===== src/rtl/dct_row_serializer_if.sv =====
// Row-in / coefficient-out bus of the DCT row serializer.
// Handshake: a transfer happens on a rising edge where valid && ready; the sender
// holds data and valid steady until that edge, and ready never depends on valid.
interface dct_row_serializer_if #(
  parameter int COEF_W   = 12,
  parameter int NUM_COEF = 8
);
  logic                         flush;
  logic [COEF_W*NUM_COEF-1:0]   row_data;
  logic                         row_valid;
  logic                         row_ready;
  logic [COEF_W-1:0]            coef_out;
  logic                         coef_valid;
  logic                         coef_ready;
  logic                         coef_last;
  logic                         blk_last;
  logic                         busy;

  modport slave (
    input  flush, row_data, row_valid, coef_ready,
    output row_ready, coef_out, coef_valid, coef_last, blk_last, busy
  );

  modport master (
    output flush, row_data, row_valid, coef_ready,
    input  row_ready, coef_out, coef_valid, coef_last, blk_last, busy
  );
endinterface


===== src/rtl/dct_row_serializer.sv =====
// Unpacks 8-coefficient DCT rows into a one-coefficient-per-cycle stream, with a
// two-row buffer so the next row can land while the current one drains.
module dct_row_serializer #(
  parameter int COEF_W       = 12,
  parameter int NUM_COEF     = 8,
  parameter int ROWS_PER_BLK = 8
) (
  input  logic                  sys_clk,
  input  logic                  sys_rst_n,
  dct_row_serializer_if.slave   bus,
  output logic [1:0]            state_dbg
);

  localparam int ROW_W = COEF_W * NUM_COEF;
  localparam int IDX_W = (NUM_COEF > 1) ? $clog2(NUM_COEF) : 1;
  localparam int RC_W  = (ROWS_PER_BLK > 1) ? $clog2(ROWS_PER_BLK) : 1;

  typedef enum logic [1:0] {
    S_EMPTY = 2'd0,
    S_ONE   = 2'd1,
    S_FULL  = 2'd2
  } occ_e;

  occ_e              state_q, state_d;
  logic [ROW_W-1:0]  entry_q [2];
  logic              wr_ptr_q, rd_ptr_q;
  logic [IDX_W-1:0]  idx_q;
  logic [RC_W-1:0]   row_cnt_q;

  logic              row_ready_int, coef_valid_int;
  logic              accept, pop, final_pop, lane_last;
  logic [ROW_W-1:0]  cur_row;

  // Handshake outputs come straight from the occupancy state, so coef_ready
  // never reaches row_ready combinationally.
  assign row_ready_int  = (state_q != S_FULL);
  assign coef_valid_int = (state_q != S_EMPTY);
  assign lane_last      = (idx_q == IDX_W'(NUM_COEF - 1));
  assign accept         = bus.row_valid && row_ready_int;
  assign pop            = coef_valid_int && bus.coef_ready;
  assign final_pop      = pop && lane_last;

  always_comb begin
    state_d = state_q;
    if (bus.flush) begin
      state_d = S_EMPTY;
    end else if (accept && !final_pop) begin
      case (state_q)
        S_EMPTY: state_d = S_ONE;
        S_ONE:   state_d = S_FULL;
        default: state_d = state_q;
      endcase
    end else if (!accept && final_pop) begin
      case (state_q)
        S_FULL:  state_d = S_ONE;
        S_ONE:   state_d = S_EMPTY;
        default: state_d = state_q;
      endcase
    end
  end

  always_ff @(posedge sys_clk or negedge sys_rst_n) begin
    if (!sys_rst_n) state_q <= S_EMPTY;
    else            state_q <= state_d;
  end

  // Flush clears only the bookkeeping; stale buffer contents are unreachable.
  always_ff @(posedge sys_clk or negedge sys_rst_n) begin
    if (!sys_rst_n) begin
      for (int i = 0; i < 2; i++) entry_q[i] <= '0;
      wr_ptr_q  <= 1'b0;
      rd_ptr_q  <= 1'b0;
      idx_q     <= '0;
      row_cnt_q <= '0;
    end else if (bus.flush) begin
      wr_ptr_q  <= 1'b0;
      rd_ptr_q  <= 1'b0;
      idx_q     <= '0;
      row_cnt_q <= '0;
    end else begin
      if (accept) begin
        entry_q[wr_ptr_q] <= bus.row_data;
        wr_ptr_q          <= ~wr_ptr_q;
      end
      if (pop) begin
        if (lane_last) begin
          idx_q     <= '0;
          rd_ptr_q  <= ~rd_ptr_q;
          row_cnt_q <= (row_cnt_q == RC_W'(ROWS_PER_BLK - 1)) ? '0 : row_cnt_q + RC_W'(1);
        end else begin
          idx_q <= idx_q + IDX_W'(1);
        end
      end
    end
  end

  assign cur_row = entry_q[rd_ptr_q];

  always_comb begin
    bus.coef_out = '0;
    if (coef_valid_int) bus.coef_out = cur_row[int'(idx_q)*COEF_W +: COEF_W];
  end

  assign bus.row_ready  = row_ready_int;
  assign bus.coef_valid = coef_valid_int;
  assign bus.busy       = coef_valid_int;
  assign bus.coef_last  = coef_valid_int && lane_last;
  assign bus.blk_last   = coef_valid_int && lane_last &&
                          (row_cnt_q == RC_W'(ROWS_PER_BLK - 1));
  assign state_dbg      = state_q;

endmodule

===== src/flat_wrapper.sv =====
// flat-port wrapper written by rule: the top's interface ports become plain ports
module dct_row_serializer_flat 
#(
  parameter int COEF_W       = 12,
  parameter int NUM_COEF     = 8,
  parameter int ROWS_PER_BLK = 8
)
  (sys_clk, sys_rst_n, state_dbg, bus_flush, bus_row_data, bus_row_valid, bus_coef_ready, bus_row_ready, bus_coef_out, bus_coef_valid, bus_coef_last, bus_blk_last, bus_busy);
  dct_row_serializer_if #(.COEF_W(COEF_W), .NUM_COEF(NUM_COEF)) bus_i ();
  input  logic sys_clk;
  input  logic sys_rst_n;
  output logic [1:0] state_dbg;
  input wire logic [$bits(bus_i.flush)-1:0] bus_flush;
  input wire logic [$bits(bus_i.row_data)-1:0] bus_row_data;
  input wire logic [$bits(bus_i.row_valid)-1:0] bus_row_valid;
  input wire logic [$bits(bus_i.coef_ready)-1:0] bus_coef_ready;
  output wire logic [$bits(bus_i.row_ready)-1:0] bus_row_ready;
  output wire logic [$bits(bus_i.coef_out)-1:0] bus_coef_out;
  output wire logic [$bits(bus_i.coef_valid)-1:0] bus_coef_valid;
  output wire logic [$bits(bus_i.coef_last)-1:0] bus_coef_last;
  output wire logic [$bits(bus_i.blk_last)-1:0] bus_blk_last;
  output wire logic [$bits(bus_i.busy)-1:0] bus_busy;
  assign bus_i.flush = bus_flush;
  assign bus_i.row_data = bus_row_data;
  assign bus_i.row_valid = bus_row_valid;
  assign bus_i.coef_ready = bus_coef_ready;
  assign bus_row_ready = bus_i.row_ready;
  assign bus_coef_out = bus_i.coef_out;
  assign bus_coef_valid = bus_i.coef_valid;
  assign bus_coef_last = bus_i.coef_last;
  assign bus_blk_last = bus_i.blk_last;
  assign bus_busy = bus_i.busy;
  dct_row_serializer #(.COEF_W(COEF_W), .NUM_COEF(NUM_COEF), .ROWS_PER_BLK(ROWS_PER_BLK)) u_core (.sys_clk(sys_clk), .sys_rst_n(sys_rst_n), .bus(bus_i), .state_dbg(state_dbg));
endmodule

===== config.mk =====
export PLATFORM = sky130hd
export DESIGN_NAME = dct_row_serializer_flat
export DESIGN_NICKNAME = d
export VERILOG_FILES = /design/src/rtl/dct_row_serializer_if.sv /design/src/rtl/dct_row_serializer.sv /design/src/flat_wrapper.sv
export SDC_FILE = /design/constraint.sdc
export NUM_CORES = 1
export LEC_CHECK = 0
export CAP_MARGIN = 20
export CORE_UTILIZATION = 56
export CTS_BUF_LIST = sky130_fd_sc_hd__clkbuf_8
export DETAILED_ROUTE_END_ITERATION = 16
export MAX_ROUTING_LAYER = met4
export PLACE_DENSITY = 0.79
export SKIP_LAST_GASP = 1
export SLEW_MARGIN = 20
export SYNTH_ARGS = -nofsm -noshare
export SYNTH_HDL_FRONTEND = slang
export SYNTH_SLANG_ARGS = --single-unit
export TNS_END_PERCENT = 5

===== constraint.sdc =====
create_clock -name sys_clk -period 2.3 [get_ports sys_clk]
set_input_delay 0.575 -clock sys_clk [delete_from_list [all_inputs] [get_ports sys_clk]]
set_output_delay 0.575 -clock sys_clk [all_outputs]
set_load 0.03 [all_outputs]

==> results of run 1 <==
routing by layer:
metal  share of wire  up-vias
li1                -     2547
met1            0.44     3026
met2            0.49      150
met3           0.052       39
met4           0.023        0
met5               0        -
timing repair:
| action | in CTS | in global routing |
|---|---|---|
| setup endpoints to repair | 17 | 17 |
| gates cloned | 1 | 0 |
| pin swaps | 2 | 0 |
| gates resized for setup | 40 | 5 |
| setup buffers | 9 | 1 |
critical path, stage by stage, from the launching register on:
cell and delay, ns:
dfrtp_4 0.54, buf_12 0.16, buf_12 0.13, mux4_2 0.47, a22o_1 0.22, a221o_2 0.39
buf_6 0.15
Yosys cell counts:
cell type    n  area share
xor2_1       2      0.0019
clkbuf_2     1     0.00054
a21o_1       1     0.00081
nand2_1      9      0.0037
clkbuf_1     3      0.0012
or2_2        1     0.00068
a221o_1      8      0.0087
mux4_2      40       0.098
a22o_1       8      0.0076
nor2b_1      2      0.0014
buf_2       20       0.011
ha_1         4      0.0054
o22ai_1      4      0.0027
nand3_1      3      0.0016
a21oi_1      7      0.0038
or3_1        2      0.0014
mux2i_1     25       0.027
buf_1        2     0.00081
dfrtp_1    202        0.55
nand2b_1     2      0.0014
nand4b_1     2      0.0019
buf_4        9      0.0073
nor2_1       7      0.0028
mux2_2     192        0.23
buf_6        6      0.0073
and3_1       9      0.0061
nor3_2       1      0.0011
a22oi_1      9      0.0073
or3b_2       1     0.00095
and2_1       3      0.0020
nor3_1       1     0.00054
or2_1        1     0.00068
through the flow:
step	utilization	area, µm²
floorplan	-	9240
global placement	0.685	11000
detailed placement	0.685	11000
CTS	0.736	11800
global route	0.737	11800
finish	0.737	11800
sequential cells by signal (all words and copies together) (netlist names):
name / cells
u_core.rd_ptr_q: 1
u_core.entry_q: 192
u_core.row_cnt_q: 3
u_core.idx_q: 3
u_core.state_dbg: 2
u_core.wr_ptr_q: 1
cells by family (layout without fill, tap and decap cells):
family                     after synthesis  count (layout)
AOI/OAI and AO/OA                       37              37
other                                    0               1
DFF                                    202             202
xor gates and xnor gates                 2               2
buffers and inverters                   41             235
and+or+nand+nor                         44              44
muxes                                  257             257
adders and majority gates                4               4
power by group through the flow:
stage | clock, mW | sequential, mW | combinational [mW]
finish | 3.15 | 5.36 | 2.51
global route | 3.38 | 5.49 | 2.69
CTS | 3.21 | 5.34 | 2.52
detailed placement | 0 | 5.39 | 2.53
global placement | 0 | 5.32 | 2.40
floorplan | 0 | 5.11 | 1.76
cell type report:
class,instances,area (µm²)
diodes,1,2.50
clock buffers,47,647
clock inverters,11,41.3
fillers,1054,4210
multi-input cells,344,3940
flip-flops and latches,202,5060
well taps,216,270
repair buffers,177,1830
final timing paths:
| kind | end | slack [ns] | depth (start not counted) |
|---|---|---|---|
| worst max-delay path | bus_coef_out[7] | -0.82 | 6 |
| worst min-delay path | u_core.entry_q[57] | 0.04 | 1 |
| worst max register to register | u_core.state_dbg[0] | 0.20 | 9 |
| worst min register to register | u_core.entry_q[131] | 0.50 | 1 |
| max in group asynchronous | u_core.entry_q[161] | 1.60 | 2 |
| min in group sys_clk | u_core.entry_q[131] | 0.50 | 1 |
==> results_dict.tcl, run 1 <==
set metrics [dict create \
    status "finished with violations" \
    violations "setup timing" \
    worstPathRequired_ns 1.73 \
    setup_violations 17 \
    initial_core_util 0.576 \
    row_count 46 \
    ir_drop_mv 0.473 \
    drive_above_1_share 0.470 \
    cts_hold_buf 0 \
    grt-ovfl-total 0 \
    syn_avg_cell_area_um2 15.7 \
    vias_per_cell 5.77 \
    mostFrequentLayoutCell "dfrtp_1" \
    coreArea_um2 16000 \
    dieArea_um2 17000 \
    startpoint "u_core.rd_ptr_q" \
    netlist_area_um2 9220 \
    grt_pass1_vias 6233 \
    p_leak_nw 4.97 \
    tns_ns -10.47 \
    antenna_found_initial 1 \
    worst-slew-pin-transition_ns 0.526 \
    crit_arrival_ns 2.55 \
    p_int_mw 8.06 \
    grtUsageMet3 0.0504 \
    finalWorstSetupSlack_ns -0.823 \
    place_inst 928 \
    endpoint_kind "primary output" \
    synth_compound_area_frac 0.0309 \
    worstSetupPathType "reg -> out" \
    ys_warn_count 0 \
    cts_inserted_buffers 35 \
    wl_per_cell_um 21.1 \
    place_ws_ns -0.599 \
    gp_congestion 0.862 \
    grtUsageMet1 0.361 \
    seqPwrFrac 0.486 \
    rsz0062_at_grt "yes" \
    synth_xor_area_frac 0.00190 \
    reg2reg_from "u_core.idx_q[0]" \
    yosysUniqueCellTypes 32 \
    ys_seq_elements 202 \
    path_clk_slew_ns 0.06 \
    finalMaxSlewViolations 0 \
    num-nets-final 865 \
    grt_util_all_layers 0.270 \
    io_buffer_count 119 \
    synthCells 587 \
    p_per_area_nw_per_um2 935 \
    whs_ns 0.0376 \
    grt_pass1_wl_um 33200 \
    power_switching_share 0.269 \
    synth_top_family_by_area "multiplexers" \
    max_cap_viol_count 0 \
    die_y_um 130 \
    drtIter0Drc 408 \
    htreeDepth 2 \
    p_comb_frac 0.228 \
    skew_ns 0.0192 \
    vias 5762 \
    clkPwrFrac 0.286 \
    hp-class "in -> async" \
    clock_path_buffers 3 \
    drtPass1Iterations 4 \
    synthMuxAreaShare 0.359 \
    total_power_mw 11.0 \
    layout_common_cells "198 x dfrtp_1, 192 x mux2_2, 104 x clkdlybuf4s50_1" \
    grt_max_degree 63 \
    final_cell_count_no_fill 998 \
    drt_wl_total_um 21100 \
    cts_root_buf "clkbuf_8" \
    p_switching_mw 2.97 \
    synth_fa_ha_area_frac 0.00543 \
    clk_latency_ns 0.50 \
    ant_nets 0 \
    dp_hpwl_um 14800 \
    max_freq_mhz 320 \
    die_x_um 130 \
    tritoncts "done" \
    cts.sinks 202 \
    period_share 1.36 \
    drc 0 \
    area_growth_pct 27.8 \
    hold_viol 0 \
    gr-usage-met2 0.420 \
    fin_crit_ns 3.12 \
    crit_path_start_kind "flip-flop" \
    top_usage_layer "met2" \
    syn-num-nets 692 \
    relSlewSlack 0.649 \
    seq_area_frac_synth 0.548 \
    io_pins 120 \
    synth_simple_gate_area_frac 0.0262 \
    path_max_fanout 4 \
]
(Power assumes the default switching activity.)
==> run 2, diff against run 1 <==
- ABC_CLOCK_PERIOD_IN_PS: not set -> 2300
- CORE_UTILIZATION: 56 -> 30
- PLACE_DENSITY: 0.79 -> 0.47
==> run 2 against run 1 <==
The flow still finishes with violations (setup timing). Routed wire length rose by 10%. Largest power group unchanged. Core utilization fell by 33 points. Combinational power barely moved. Flip-flop and latch count did not move. Critical path depth did not move. Die area rose by 85%.
==> results_dict.tcl, run 2 (synthesis gave the netlist of run 1 again) <==
set metrics [dict create \
    ir_drop_mv 0.306 \
    final_cell_count_no_fill 1177 \
    ant_nets 0 \
    cts.sinks 202 \
    die_y_um 177 \
    tns_ns -10.71 \
    drtPass1Iterations 4 \
    status "finished with violations" \
    finalMaxSlewViolations 0 \
    drtIter0Drc 176 \
    setup_violations 17 \
    path_clk_slew_ns 0.06 \
    crit_arrival_ns 2.52 \
    grt_max_degree 52 \
    relSlewSlack 0.525 \
    p_per_area_nw_per_um2 929 \
    r2r_slack_ns 0.24 \
    cts_root_buf "clkbuf_8" \
    io_pins 120 \
    fill_cells 2808 \
    hp-class "in -> async" \
    grt_pass1_vias 6435 \
    power_switching_share 0.265 \
    io_buffer_count 119 \
    gp_congestion 0.761 \
    drive_above_1_share 0.474 \
    finalWorstSetupSlack_ns -0.791 \
    mostFrequentLayoutCell "dfrtp_1" \
    p_switching_mw 2.98 \
    place_inst 1105 \
    clock_path_buffers 3 \
    cts_hold_buf 0 \
    final_area_um2 12100 \
    hold_viol 0 \
    seqPwrFrac 0.469 \
    dpl-instance-area_um2 11200 \
    max_freq_mhz 324 \
    antenna_cells 0 \
    reg2reg_from "u_core.idx_q[0]" \
    worst-slew-pin-transition_ns 0.711 \
    grt_util_all_layers 0.157 \
    path_max_fanout 8 \
    crit_path_start_kind "flip-flop" \
    worstSetupPathType "reg -> out" \
    drc 0 \
    coreArea_um2 30000 \
    p_int_mw 8.28 \
    fin_crit_ns 3.09 \
    antenna_found_initial 0 \
    vias 5756 \
    total_power_mw 11.3 \
    die_x_um 177 \
    grt_pass1_wl_um 36500 \
    area_growth_pct 31.5 \
    worstPathRequired_ns 1.73 \
    dp_hpwl_um 16900 \
    reg.largest.list "u_core.entry_q (192), u_core.idx_q (3), u_core.row_cnt_q (3)" \
    p_leak_nw 5.02 \
    cts_inserted_buffers 39 \
    max_cap_viol_count 0 \
    initial_core_util 0.308 \
    violations "setup timing" \
    dieArea_um2 31400 \
    drt_wl_total_um 23200 \
    clkPwrFrac 0.305 \
    row_count 63 \
    rr_worst_depth 8 \
    p_comb_frac 0.225 \
    largest_register "u_core.entry_q" \
    skew_ns 0.00940 \
    clk_latency_ns 0.50 \
    num-nets-final 864 \
    layout_common_cells "198 x dfrtp_1, 192 x mux2_2, 104 x clkdlybuf4s50_1" \
    largest_reg_flops 192 \
    vias_per_cell 4.89 \
    wl_per_cell_um 19.7 \
    rsz0062_at_grt "yes" \
    grt-ovfl-total 0 \
    regToRegEndpoint "u_core.row_cnt_q[0]" \
    tritoncts "done" \
    endpoint_kind "primary output" \
    period_share 1.34 \
    htreeDepth 2 \
]
## run 2: how the worst max path moves through the flow
stage	slack, ns	startpoint	cells after the start	to
2_1_floorplan	-0.06	u_core.state_dbg[1]	6	bus_coef_out[0]
4_1_cts	-0.84	u_core.rd_ptr_q	6	bus_coef_out[8]
3_3_place_gp	-0.43	u_core.rd_ptr_q	5	bus_coef_out[11]
5_1_grt	-0.86	u_core.rd_ptr_q	6	bus_coef_out[8]
3_5_place_dp	-0.41	u_core.rd_ptr_q	6	bus_coef_out[7]
6_report	-0.79	u_core.rd_ptr_q	6	bus_coef_out[6]
## run 2: layer usage
metal / track usage / up-vias / part of all wire
met3: 0.0332 / 34 / 0.053
met2: 0.234 / 139 / 0.46
li1: - / 2550 / -
met5: - / - / 0
met1: 0.214 / 3033 / 0.47
met4: 0.0445 / 0 / 0.017
## run 2: what timing repair did
item	4_1_cts	5_1_grt
gates resized for setup	21	4
hold endpoints to repair	0	0
setup buffers	4	0
gates cloned	1	0
setup endpoints to repair	17	18
pin swaps	4	1
## run 2: cell type report
type | count | area (µm²) | share of cell area
Clock buffer | 52 | 716 | 0.0590
Tap cell | 390 | 488 | 0.0403
Sequential cell | 202 | 5060 | 0.418
Clock inverter | 17 | 68.8 | 0.00568
Multi-Input combinational cell | 344 | 3950 | 0.326
Timing Repair Buffer | 172 | 1840 | 0.152
## run 2: power by group through the flow
| stage | clock [mW] | combinational, mW | sequential [mW] |
|---|---|---|---|
| 3_3_place_gp | 0 | 2.48 | 5.29 |
| 3_5_place_dp | 0 | 2.56 | 5.34 |
| 5_1_grt | 3.76 | 2.75 | 5.42 |
| 4_1_cts | 3.59 | 2.58 | 5.28 |
| 6_report | 3.44 | 2.54 | 5.28 |
| 2_1_floorplan | 0 | 1.76 | 5.11 |
## run 2: stage by stage
| step | worst slack, ns | util | hold slack [ns] |
|---|---|---|---|
| after floorplan | -0.0606 | - | 0.279 |
| after global placement | -0.430 | 0.375 | 0.482 |
| after detailed placement | -0.412 | 0.375 | 0.489 |
| after CTS | -0.837 | 0.404 | 0.0184 |
| after global routing | -0.863 | 0.405 | 0.0293 |
| final | -0.791 | 0.405 | 0.0319 |
## run 2: critical path, stage by stage, from the launching register on
cell and delay [ns]:
dfrtp_4 0.50, buf_12 0.16, buf_4 0.13, mux4_2 0.45
a22o_1 0.22, a221o_2 0.39, buf_6 0.15
==> run 3, diff against run 2 <==
- SLEW_MARGIN: 20 -> not set
==> results of run 3 <==
Same layout as run 2: the final DEF is identical, and so are final timing and power.
